===== config.mk =====
export PLATFORM = sky130hd
export DESIGN_NAME = ysyx_040750_divider
export DESIGN_NICKNAME = d
export VERILOG_FILES = /design/src/rtl/ysyx_040750_divider.sv
export SDC_FILE = /design/constraint.sdc
export NUM_CORES = 1
export LEC_CHECK = 0
export BUFFER_PORTS_ARGS = -buffer_cell sky130_fd_sc_hd__buf_2
export CAP_MARGIN = 20
export CORE_MARGIN = 2
export CORE_UTILIZATION = 30
export CTS_CLUSTER_SIZE = 8
export DETAILED_ROUTE_END_ITERATION = 7
export HOLD_SLACK_MARGIN = 0.12
export PLACE_DENSITY = 0.52
export RECOVER_POWER = 25
export SLEW_MARGIN = 40
export SYNTH_ARGS = -nofsm -noshare
export SYNTH_HDL_FRONTEND = slang
export SYNTH_SLANG_ARGS = --single-unit

===== constraint.sdc =====
create_clock -name clk -period 16.1 [get_ports clk]
set_input_delay 1.61 -clock clk [delete_from_list [all_inputs] [get_ports clk]]
set_output_delay 1.61 -clock clk [all_outputs]
set_load 0.02 [all_outputs]

===== src/rtl/ysyx_040750_divider.sv =====
// ysyx_040750_divider: iterative radix-2 divider for RV64 DIV/DIVU/REM/REMU and
// their word variants. Each CALC cycle retires one quotient bit from operand
// magnitudes. The result sign and the word-mode extension are applied when the
// last step is taken.
module ysyx_040750_divider (
  input  logic        clk,
  input  logic        rst,
  input  logic        flush,
  input  logic        div_valid,
  output logic        div_ready,
  input  logic        div_signed,
  input  logic        divw,
  input  logic [63:0] dividend,
  input  logic [63:0] divisor,
  output logic        out_valid,
  output logic [63:0] quotient,
  output logic [63:0] remainder
);

  typedef enum logic [1:0] {
    IDLE = 2'd0,
    CALC = 2'd1,
    DONE = 2'd2
  } state_t;

  // Sign-extend a 32-bit value to 64 bits.
  function automatic logic [63:0] sext32(input logic [31:0] v);
    return {{32{v[31]}}, v};
  endfunction

  // Two's-complement negate when en is set, pass-through otherwise.
  function automatic logic [63:0] cond_neg(input logic [63:0] v, input logic en);
    return en ? (~v + 64'd1) : v;
  endfunction

  state_t      state_r;
  logic [6:0]  cnt_r;
  logic [63:0] quo_r;    // dividend magnitude shifting out, quotient bits shifting in
  logic [63:0] rem_r;    // partial remainder
  logic [63:0] dsr_r;    // divisor magnitude
  logic        neg_q_r;
  logic        neg_r_r;
  logic        divw_r;

  logic        accept_s;
  logic [63:0] dvd_ext_s;
  logic [63:0] dsr_ext_s;
  logic        dvd_neg_s;
  logic        dsr_neg_s;
  logic [63:0] dvd_mag_s;
  logic [63:0] dsr_mag_s;
  logic        dsr_zero_s;
  logic [64:0] trial_s;
  logic [64:0] diff_s;
  logic        ge_s;
  logic [63:0] quo_nxt_s;
  logic [63:0] rem_nxt_s;
  logic [63:0] q_sgn_s;
  logic [63:0] r_sgn_s;
  logic [63:0] q_fin_s;
  logic [63:0] r_fin_s;

  assign div_ready = (state_r == IDLE);
  assign out_valid = (state_r == DONE) & ~flush;
  assign accept_s  = div_valid & div_ready & ~flush;

  // Operand preparation: word-mode extension, sign detection and magnitudes.
  assign dvd_ext_s  = divw ? (div_signed ? sext32(dividend[31:0]) : {32'd0, dividend[31:0]}) : dividend;
  assign dsr_ext_s  = divw ? (div_signed ? sext32(divisor[31:0])  : {32'd0, divisor[31:0]})  : divisor;
  assign dvd_neg_s  = div_signed & dvd_ext_s[63];
  assign dsr_neg_s  = div_signed & dsr_ext_s[63];
  assign dvd_mag_s  = cond_neg(dvd_ext_s, dvd_neg_s);
  assign dsr_mag_s  = cond_neg(dsr_ext_s, dsr_neg_s);
  assign dsr_zero_s = (dsr_ext_s == 64'd0);

  // One restoring shift-subtract step. The borrow out of the 65-bit difference
  // decides the quotient bit, because the trial value is always below twice
  // the divisor.
  assign trial_s   = {rem_r, quo_r[63]};
  assign diff_s    = trial_s - {1'b0, dsr_r};
  assign ge_s      = ~diff_s[64];
  assign rem_nxt_s = ge_s ? diff_s[63:0] : trial_s[63:0];
  assign quo_nxt_s = {quo_r[62:0], ge_s};

  // Final results. The signs come from the operands, and word results are
  // sign-extended from bit 31 in both signed and unsigned modes.
  assign q_sgn_s = cond_neg(quo_nxt_s, neg_q_r);
  assign r_sgn_s = cond_neg(rem_nxt_s, neg_r_r);
  assign q_fin_s = divw_r ? sext32(q_sgn_s[31:0]) : q_sgn_s;
  assign r_fin_s = divw_r ? sext32(r_sgn_s[31:0]) : r_sgn_s;

  // Control FSM and datapath registers. Reset has priority over flush, and
  // flush has priority over everything else.
  always_ff @(posedge clk) begin
    if (rst) begin
      state_r   <= IDLE;
      cnt_r     <= 7'd0;
      quo_r     <= 64'd0;
      rem_r     <= 64'd0;
      dsr_r     <= 64'd0;
      neg_q_r   <= 1'b0;
      neg_r_r   <= 1'b0;
      divw_r    <= 1'b0;
      quotient  <= 64'd0;
      remainder <= 64'd0;
    end else if (flush) begin
      state_r <= IDLE;
      cnt_r   <= 7'd0;
    end else begin
      case (state_r)
        IDLE: begin
          if (accept_s) begin
            divw_r <= divw;
            if (dsr_zero_s) begin
              state_r   <= DONE;
              quotient  <= 64'hFFFF_FFFF_FFFF_FFFF;
              remainder <= divw ? sext32(dvd_ext_s[31:0]) : dvd_ext_s;
            end else begin
              state_r <= CALC;
              cnt_r   <= divw ? 7'd32 : 7'd64;
              quo_r   <= divw ? {dvd_mag_s[31:0], 32'd0} : dvd_mag_s;
              rem_r   <= 64'd0;
              dsr_r   <= dsr_mag_s;
              neg_q_r <= dvd_neg_s ^ dsr_neg_s;
              neg_r_r <= dvd_neg_s;
            end
          end else begin
            state_r <= IDLE;
          end
        end
        CALC: begin
          quo_r <= quo_nxt_s;
          rem_r <= rem_nxt_s;
          cnt_r <= cnt_r - 7'd1;
          if (cnt_r == 7'd1) begin
            state_r   <= DONE;
            quotient  <= q_fin_s;
            remainder <= r_fin_s;
          end else begin
            state_r <= CALC;
          end
        end
        DONE: begin
          state_r <= IDLE;
        end
        default: begin
          state_r <= IDLE;
        end
      endcase
    end
  end

endmodule

==> flow_summary.json, run 1 <==
{
  "antenna_found_initial": 7,
  "cp.arrival_ns": 7.54,
  "yosysSeqAreaShare_pct": 25.91,
  "fp.dieH_um": 296.4,
  "die_w_um": 296.4,
  "nNetsFinal": 3852,
  "grt_pass1_vias": 25620,
  "ant_nets": 0,
  "synthArstFlopShare_pct": 0,
  "postSynthCellCount": 3536,
  "clock_path_buffers": 3,
  "clock-sinks": 332,
  "post-route-period-util_pct": 43.84,
  "grt_usage_pct": 24.07,
  "relSlewSlack_pct": -122.3,
  "portBuffers": 263,
  "core_area_um2": 84880,
  "pwr_density_cell_nw_per_um2": 79.36,
  "rows": 107,
  "clk_pin_slew_worst_paths_ns": 0.05,
  "fillers": 9278,
  "worstPathRequired_ns": 16.58,
  "fin_hold_ws_ns": 0.4495,
  "hold_violations": 0,
  "synth_edf_count": 0,
  "syn_area_um2": 25650,
  "power_frac_comb_pct": 21.3,
  "io_pins": 264,
  "synth_top_cell_by_area": "dfxtp_1",
  "finalSetupTns_ns": 0,
  "vias": 27420,
  "tightest_slew_ns": 3.334,
  "die_area_um2": 87840,
  "drtIter0Drc": 2445,
  "critical_path_class": "flip-flop to flip-flop",
  "hold_buffers": 0,
  "rsz0062_at_grt": "no",
  "yosysWarnings": 0,
  "drt_wl_total_um": 109700,
  "syn_nets": 3741,
  "dp_hpwl_um": 86030,
  "max-cap-violations": 1,
  "switchingPower_uw": 762.6,
  "violations": "DRC, capacitance limit, slew limit",
  "cts_tree": "yes",
  "clockPowerShare_pct": 41.4,
  "first_pass_iters": 8,
  "drive_gt1_share_pct": 9.220,
  "swShare_pct": 33.08,
  "numCtsBuffers": 48,
  "p_leak_nw": 11.40,
  "internal-power_mw": 1.543,
  "yosys.area.top_type_share_pct": 25.91,
  "synthFlopType": "dfxtp_1",
  "gr-total-overflow": 0,
  "synthTopCellsByArea": "dfxtp_1 26%, nor2_1 7.0%, nand2_1 5.7%",
  "fmax_mhz": 141.7,
  "yosysUniqueCellTypes": 104,
  "slew_viol_final": 64,
  "post-place-cells": 4741,
  "initial_core_util_pct": 30.22,
  "synth-seq-cells": 332,
  "htreeDepth": 2,
  "crit_path_end_kind": "flip-flop",
  "grt_max_degree": 79,
  "fin_worst_skew_ns": 0.02428,
  "path_max_fanout": 57,
  "syn_avg_cell_area_um2": 7.253,
  "pwr-share-seq_pct": 37.4,
  "area_growth_pct": 13.28,
  "start_kind": "flip-flop",
  "finalSetupViolations": 0,
  "peakVddDrop_mv": 0.08042,
  "gp_congestion": 0.9414,
  "min_period_ns": 7.057,
  "viasPerCell": 5.704,
  "wl_per_cell_um": 22.81,
  "post_cts_buffers": 0,
  "outcome": "finished, violations left",
  "hp-class": "flip-flop to flip-flop",
  "clk_latency_ns": 0.62,
  "drc": 2,
  "layout.cells.non_filler": 4807,
  "cts-resized-gates": 0,
  "cts-root-buf": "clkbuf_16",
  "grt_pass1_wl_um": 162900
}
## cells in the final DEF, fill, tap and decap left out, types with 48 or more instances in the layout
master,count
nor2_1,473
nand2_1,391
dfxtp_1,331
a21oi_1,284
o21ai_0,208
buf_2,148
xnor2_1,139
xor2_1,128
clkbuf_1,118
a211oi_1,117
inv_1,109
nor3_1,106
ha_1,70
or3_1,60
o31ai_1,53
a22oi_1,52
nand3_1,48
a21o_1,48
clkbuf_16,48
## cells in the mapped netlist, types with 16 or more instances
cell        n
xor2_1    128
and3_1     22
nor2_1    476
nand4_1    38
o21ai_1    16
buf_2      34
nand2b_1   17
o211ai_1   41
dfxtp_1   332
a222oi_1   25
a21oi_1   284
nor4_1     43
mux2i_1    27
a22oi_1    52
o41ai_1    26
a31oi_1    21
a211oi_1  117
a221oi_1   18
xnor2_1   139
or3_1      61
o21ai_0   209
nand3_1    48
a311oi_1   29
or4_1      25
o31ai_1    53
inv_1     109
nand2_1   391
nor3_1    108
ha_1       70
buf_1      21
clkbuf_1  186
o211a_1    35
and2_1     30
a21o_1     48
## critical path, cell delays in order (launching register included)
cell,delay (ns)
dfxtp_1,0.37
inv_1,0.06
ha_1,0.24
fa_1,0.40
nand2b_2,0.23
a211oi_4,0.41
o2111ai_2,0.25
a211o_1,0.38
a21boi_2,0.17
o211a_4,0.54
inv_4,0.23
buf_4,0.37
nand2_1,0.13
o21ai_0,0.12
inv_1,0.12
ha_1,0.26
nand4b_1,0.13
nor4b_1,0.33
o2111ai_1,0.23
nor3_1,0.23
o21bai_1,0.23
or2_2,0.39
o41ai_1,0.81
or4_1,0.21
nand3_1,0.07
## area by class of cell
class / instances / area, um2 / area share (%)
diodes: 8 / 20.02 / 0.06890
clock buffers: 54 / 1254 / 4.315
clock inverters: 4 / 75.07 / 0.2584
inverters: 112 / 422.9 / 1.456
multi-input cells: 2849 / 17690 / 60.88
flip-flops and latches: 332 / 6648 / 22.88
well taps: 1144 / 1431 / 4.927
repair buffers: 304 / 1515 / 5.215
## power groups by stage
stage / clock [mW] / combinational, mW / sequential (mW)
6_report: 0.954 / 0.490 / 0.862
3_3_place_gp: 0 / 0.484 / 0.878
3_5_place_dp: 0 / 0.483 / 0.878
2_1_floorplan: 0 / 0.318 / 0.872
4_1_cts: 0.974 / 0.485 / 0.861
5_1_grt: 1.00 / 0.534 / 0.864
## layer usage
| metal | part of all wire [%] | vias up | track usage (%) | wire length [um] |
|---|---|---|---|---|
| met4 | 5.3 | 8 | 12.06 | 5827 |
| li1 | - | 13160 | - | - |
| met5 | 0.047 | - | 0 | 52 |
| met3 | 6.6 | 208 | 3.990 | 7208 |
| met1 | 43 | 13120 | 31.05 | 47320 |
| met2 | 45 | 918 | 38.74 | 49250 |
## through the flow
step | cell area [um2] | setup WS, ns | util, % | total power [mW]
after floorplan | 25650 | 10.01 | - | 1.190
after global placement | 27780 | 9.187 | 32.73 | 1.362
after detailed placement | 27830 | 9.179 | 32.79 | 1.361
after CTS | 29160 | 9.123 | 34.35 | 2.320
after global routing | 29040 | 8.508 | 34.21 | 2.398
final | 29050 | 9.043 | 34.23 | 2.306
## registers in the layout (all words and copies together) (netlist names)
register / flops
divw_r: 1
cnt_r: 7
rem_r: 64
neg_r_r: 1
quotient: 64
remainder: 64
state_r: 2
neg_q_r: 1
dsr_r: 64
quo_r: 64
## cell families after synthesis
| kind of cell | after synthesis | share of synthesized area [%] |
|---|---|---|
| buffers and inverters | 355 | 5.415 |
| XOR/XNOR | 267 | 9.118 |
| AND/OR/NAND/NOR | 1346 | 24.53 |
| AO/OA/AOI/OAI | 1132 | 30.21 |
| adder cells (fa/ha/maj) | 71 | 3.493 |
| multiplexers | 33 | 1.317 |
| flip-flops | 332 | 25.91 |
## path summary, 6_finish.rpt
check | from | end | slack (ns) | depth (start not counted)
max | quo_r[63] | remainder[56] | 9.04 | 24
min | dsr_r[54] | dsr_r[54] | 0.45 | 2
max reg2reg | quo_r[63] | remainder[56] | 9.04 | 24
min reg2reg | dsr_r[54] | dsr_r[54] | 0.45 | 2
No activity file was read; power rests on OpenSTA's default activity.
==> inputs of run 2 (changes only) <==
--- a/config.mk
+++ b/config.mk
@@ -5,6 +5,7 @@
 export SDC_FILE = /design/constraint.sdc
 export NUM_CORES = 1
 export LEC_CHECK = 0
+export ABC_AREA = 1
 export BUFFER_PORTS_ARGS = -buffer_cell sky130_fd_sc_hd__buf_2
 export CAP_MARGIN = 20
 export CORE_MARGIN = 2
@@ -12,7 +13,7 @@
 export CTS_CLUSTER_SIZE = 8
 export DETAILED_ROUTE_END_ITERATION = 7
 export HOLD_SLACK_MARGIN = 0.12
-export PLACE_DENSITY = 0.52
+export PLACE_DENSITY = 0.54
 export RECOVER_POWER = 25
 export SLEW_MARGIN = 40
 export SYNTH_ARGS = -nofsm -noshare
==> constraint.sdc (replaced) <==
create_clock -name clk -period 6.18 [get_ports clk]
set_input_delay 0.618 -clock clk [delete_from_list [all_inputs] [get_ports clk]]
set_output_delay 0.618 -clock clk [all_outputs]
set_load 0.02 [all_outputs]
==> run 2 against run 1 <==
The flow finishes with violations (capacitance limit, slew limit); core utilization fell by 0.091 points; total power increased to 2.8 times the previous value; cell count increased by 31%; die area is 10% higher; worst setup slack got worse by 8.3 ns; sequential power grew to 2.6 times the previous value; wire length grew 22%; register-to-register slack worse by 8.3 ns; largest cell class unchanged; largest power group unchanged; highest routed layer is now met4.
==> flow_summary.json, run 2 <==
{
  "first_pass_iters": 6,
  "syn_nets": 5097,
  "violations": "capacitance limit, slew limit",
  "outcome": "finished, violations left",
  "grt_pass1_vias": 30150,
  "yosysSeqAreaShare_pct": 23.53,
  "grt_pass1_wl_um": 195300,
  "clk_pin_slew_worst_paths_ns": 0.06,
  "synth_top_cell_by_area": "dfxtp_1",
  "drtIter0Drc": 3331,
  "gp_congestion": 1.010,
  "critPathMostFrequentCell": "nand2_1",
  "peakVddDrop_mv": 0.1669,
  "slowest_delay_ns": 0.40,
  "fin_hold_ws_ns": 0.3680,
  "p_leak_nw": 15.90,
  "synthFlopType": "dfxtp_1",
  "viasPerCell": 5.139,
  "clock-sinks": 332,
  "fmax_mhz": 183.6,
  "cts-root-buf": "clkbuf_16",
  "relSlewSlack_pct": -63.18,
  "io_pins": 264,
  "rr_worst_depth": 37,
  "final_core_util_pct": 34.14,
  "yosysUniqueCellTypes": 65,
  "numCtsBuffers": 48,
  "path_max_fanout": 6,
  "syn_avg_cell_area_um2": 5.773,
  "postSynthCellCount": 4892,
  "portBuffers": 263,
  "htreeDepth": 2,
  "nNetsFinal": 5249,
  "final_cell_mix": "1501 x nand2_1, 662 x inv_1, 494 x nor2_1, 379 x a21oi_1, 330 x dfxtp_1",
  "drt_wl_total_um": 134300,
  "synth_common_cells": "1502 x nand2_1, 666 x inv_1, 502 x nor2_1",
  "synthArstFlopShare_pct": 0,
  "pwr_density_cell_nw_per_um2": 202.5,
  "tightest_slew_ns": 2.434,
  "antenna_found_initial": 13,
  "core_area_um2": 93330,
  "start_kind": "flip-flop",
  "worstPathRequired_ns": 6.75,
  "die_w_um": 310.8,
  "min_period_ns": 5.446,
  "synth.most_common_cell": "nand2_1",
  "hold_violations": 0,
  "slew_viol_final": 56,
  "area_growth_pct": 12.82,
  "max-cap-violations": 1,
  "crit_slowest_cell": "fa_1",
  "grt_usage_pct": 26.63,
  "clk_latency_ns": 0.64,
  "hp-class": "primary input to flip-flop",
  "crit_path_end_kind": "flip-flop",
  "wl_per_cell_um": 21.26,
  "syn_area_um2": 28240,
  "post-place-cells": 6248,
  "critical_path_class": "flip-flop to flip-flop",
  "yosysWarnings": 0,
  "hold_buffers": 0,
  "synthTopCellsByArea": "dfxtp_1 24%, nand2_1 20%, inv_1 8.9%",
  "die_area_um2": 96610,
  "clock_path_buffers": 3,
  "cp.arrival_ns": 6.02,
  "r2r-start": "quo_r[63]",
  "ant_nets": 0,
  "finalSetupViolations": 0,
  "fin_worst_skew_ns": 0.04549,
  "drive_gt1_share_pct": 7.520,
  "grt_max_degree": 87,
  "dp_hpwl_um": 108000,
  "finalSetupTns_ns": 0,
  "final_common_cell": "nand2_1",
  "yosys.area.top_type_share_pct": 23.53,
  "timing.rr.end": "quotient[58]",
  "rows": 112,
  "gr-total-overflow": 0,
  "cts_tree": "yes",
  "layout.cells.non_filler": 6316,
  "fp.dieH_um": 310.8,
  "synth_edf_count": 0,
  "rsz0062_at_grt": "no",
  "drc": 0,
  "initial_core_util_pct": 30.26,
  "r2r_slack_ns": 0.73,
  "post-route-period-util_pct": 88.12,
  "vias": 32460,
  "critPathCapture": "quotient[58]",
  "cp-startpoint": "quo_r[63]",
  "synth-seq-cells": 332
}
## run 2: changes by cell type after synthesis, sizes merged, moves of 61 or more
cell / change
nand2: +1148
inv: +566
nand3: +225
a21oi: +106
a211oi: -103
or3: -62
o21ai: +61
## run 2: worst min-delay path by stage
| stage | from | endpoint | cells past startpoint |
|---|---|---|---|
| after floorplan | dsr_r[12] | dsr_r[12] | 2 |
| after global placement | dsr_r[6] | dsr_r[6] | 2 |
| after detailed placement | remainder[3] | remainder[3] | 2 |
| after CTS | div_valid | divw_r | 3 |
| after global routing | div_valid | divw_r | 3 |
| final | div_valid | divw_r | 3 |
## run 2: through the flow
step           area [um2]  worst slack, ns  power [mW]
6_report            31860           0.7339       6.452
5_1_grt             31860          0.06255       6.701
4_1_cts             31970           0.7137       6.432
3_5_place_dp        30630           0.7720       3.892
3_3_place_gp        30600           0.9225       3.895
2_1_floorplan       28240            1.380       3.312
## run 2: critical path: cells and delay by family (launching register included)
| family | cells | cell delay [ns] |
|---|---|---|
| AO/OA/AOI/OAI | 3 | 0.49 |
| adder cells (fa/ha/maj) | 3 | 0.83 |
| buffers and inverters | 5 | 0.36 |
| flip-flops | 1 | 0.30 |
| AND/OR/NAND/NOR | 26 | 3.43 |
## run 2: cell families (layout without fill, tap and decap cells)
kind of cell,after synthesis,after routing,share of synthesized area [%]
flops,332,332,23.53
simple gates,2549,2549,37.65
buf+inv,879,1040,12.28
other cells,0,9,0
fa+ha+maj,71,71,3.172
xor+xnor,199,199,6.172
compound gates,862,862,17.19
## run 2: timing repair
action | 4_1_cts | 5_1_grt
gates resized for setup | 0 | 1
setup buffers | 0 | 0
endpoints found under the setup margin | 0 | 1
## run 2: final cells by class
| class | instances | area (um2) |
|---|---|---|
| Tap cell | 1254 | 1569 |
| Clock buffer | 56 | 1271 |
| Clock inverter | 3 | 66.31 |
| Sequential cell | 332 | 6649 |
| Inverter | 681 | 2561 |
| Fill cell | 10870 | 61470 |
| Antenna cell | 9 | 22.52 |
| Multi-Input combinational cell | 3681 | 18200 |
| Timing Repair Buffer | 300 | 1528 |
## run 2: layer usage
| layer | vias up | track usage (%) | part of all wire [%] | routed length, um |
|---|---|---|---|---|
| li1 | 15920 | - | - | - |
| met1 | 15130 | 36.39 | 45 | 60910 |
| met5 | - | 0 | 0 | 0 |
| met2 | 1251 | 41.04 | 43 | 57420 |
| met3 | 164 | 6.898 | 9.1 | 12230 |
| met4 | 0 | 7.675 | 2.8 | 3703 |
## run 2: where the power goes
| group | internal, mW | total, mW | switching [mW] |
|---|---|---|---|
| Clock | 1.43 | 2.54 | 1.11 |
| Combinational | 0.442 | 1.63 | 1.19 |
| Sequential | 2.21 | 2.27 | 0.0621 |
| Total | 4.09 | 6.45 | 2.36 |
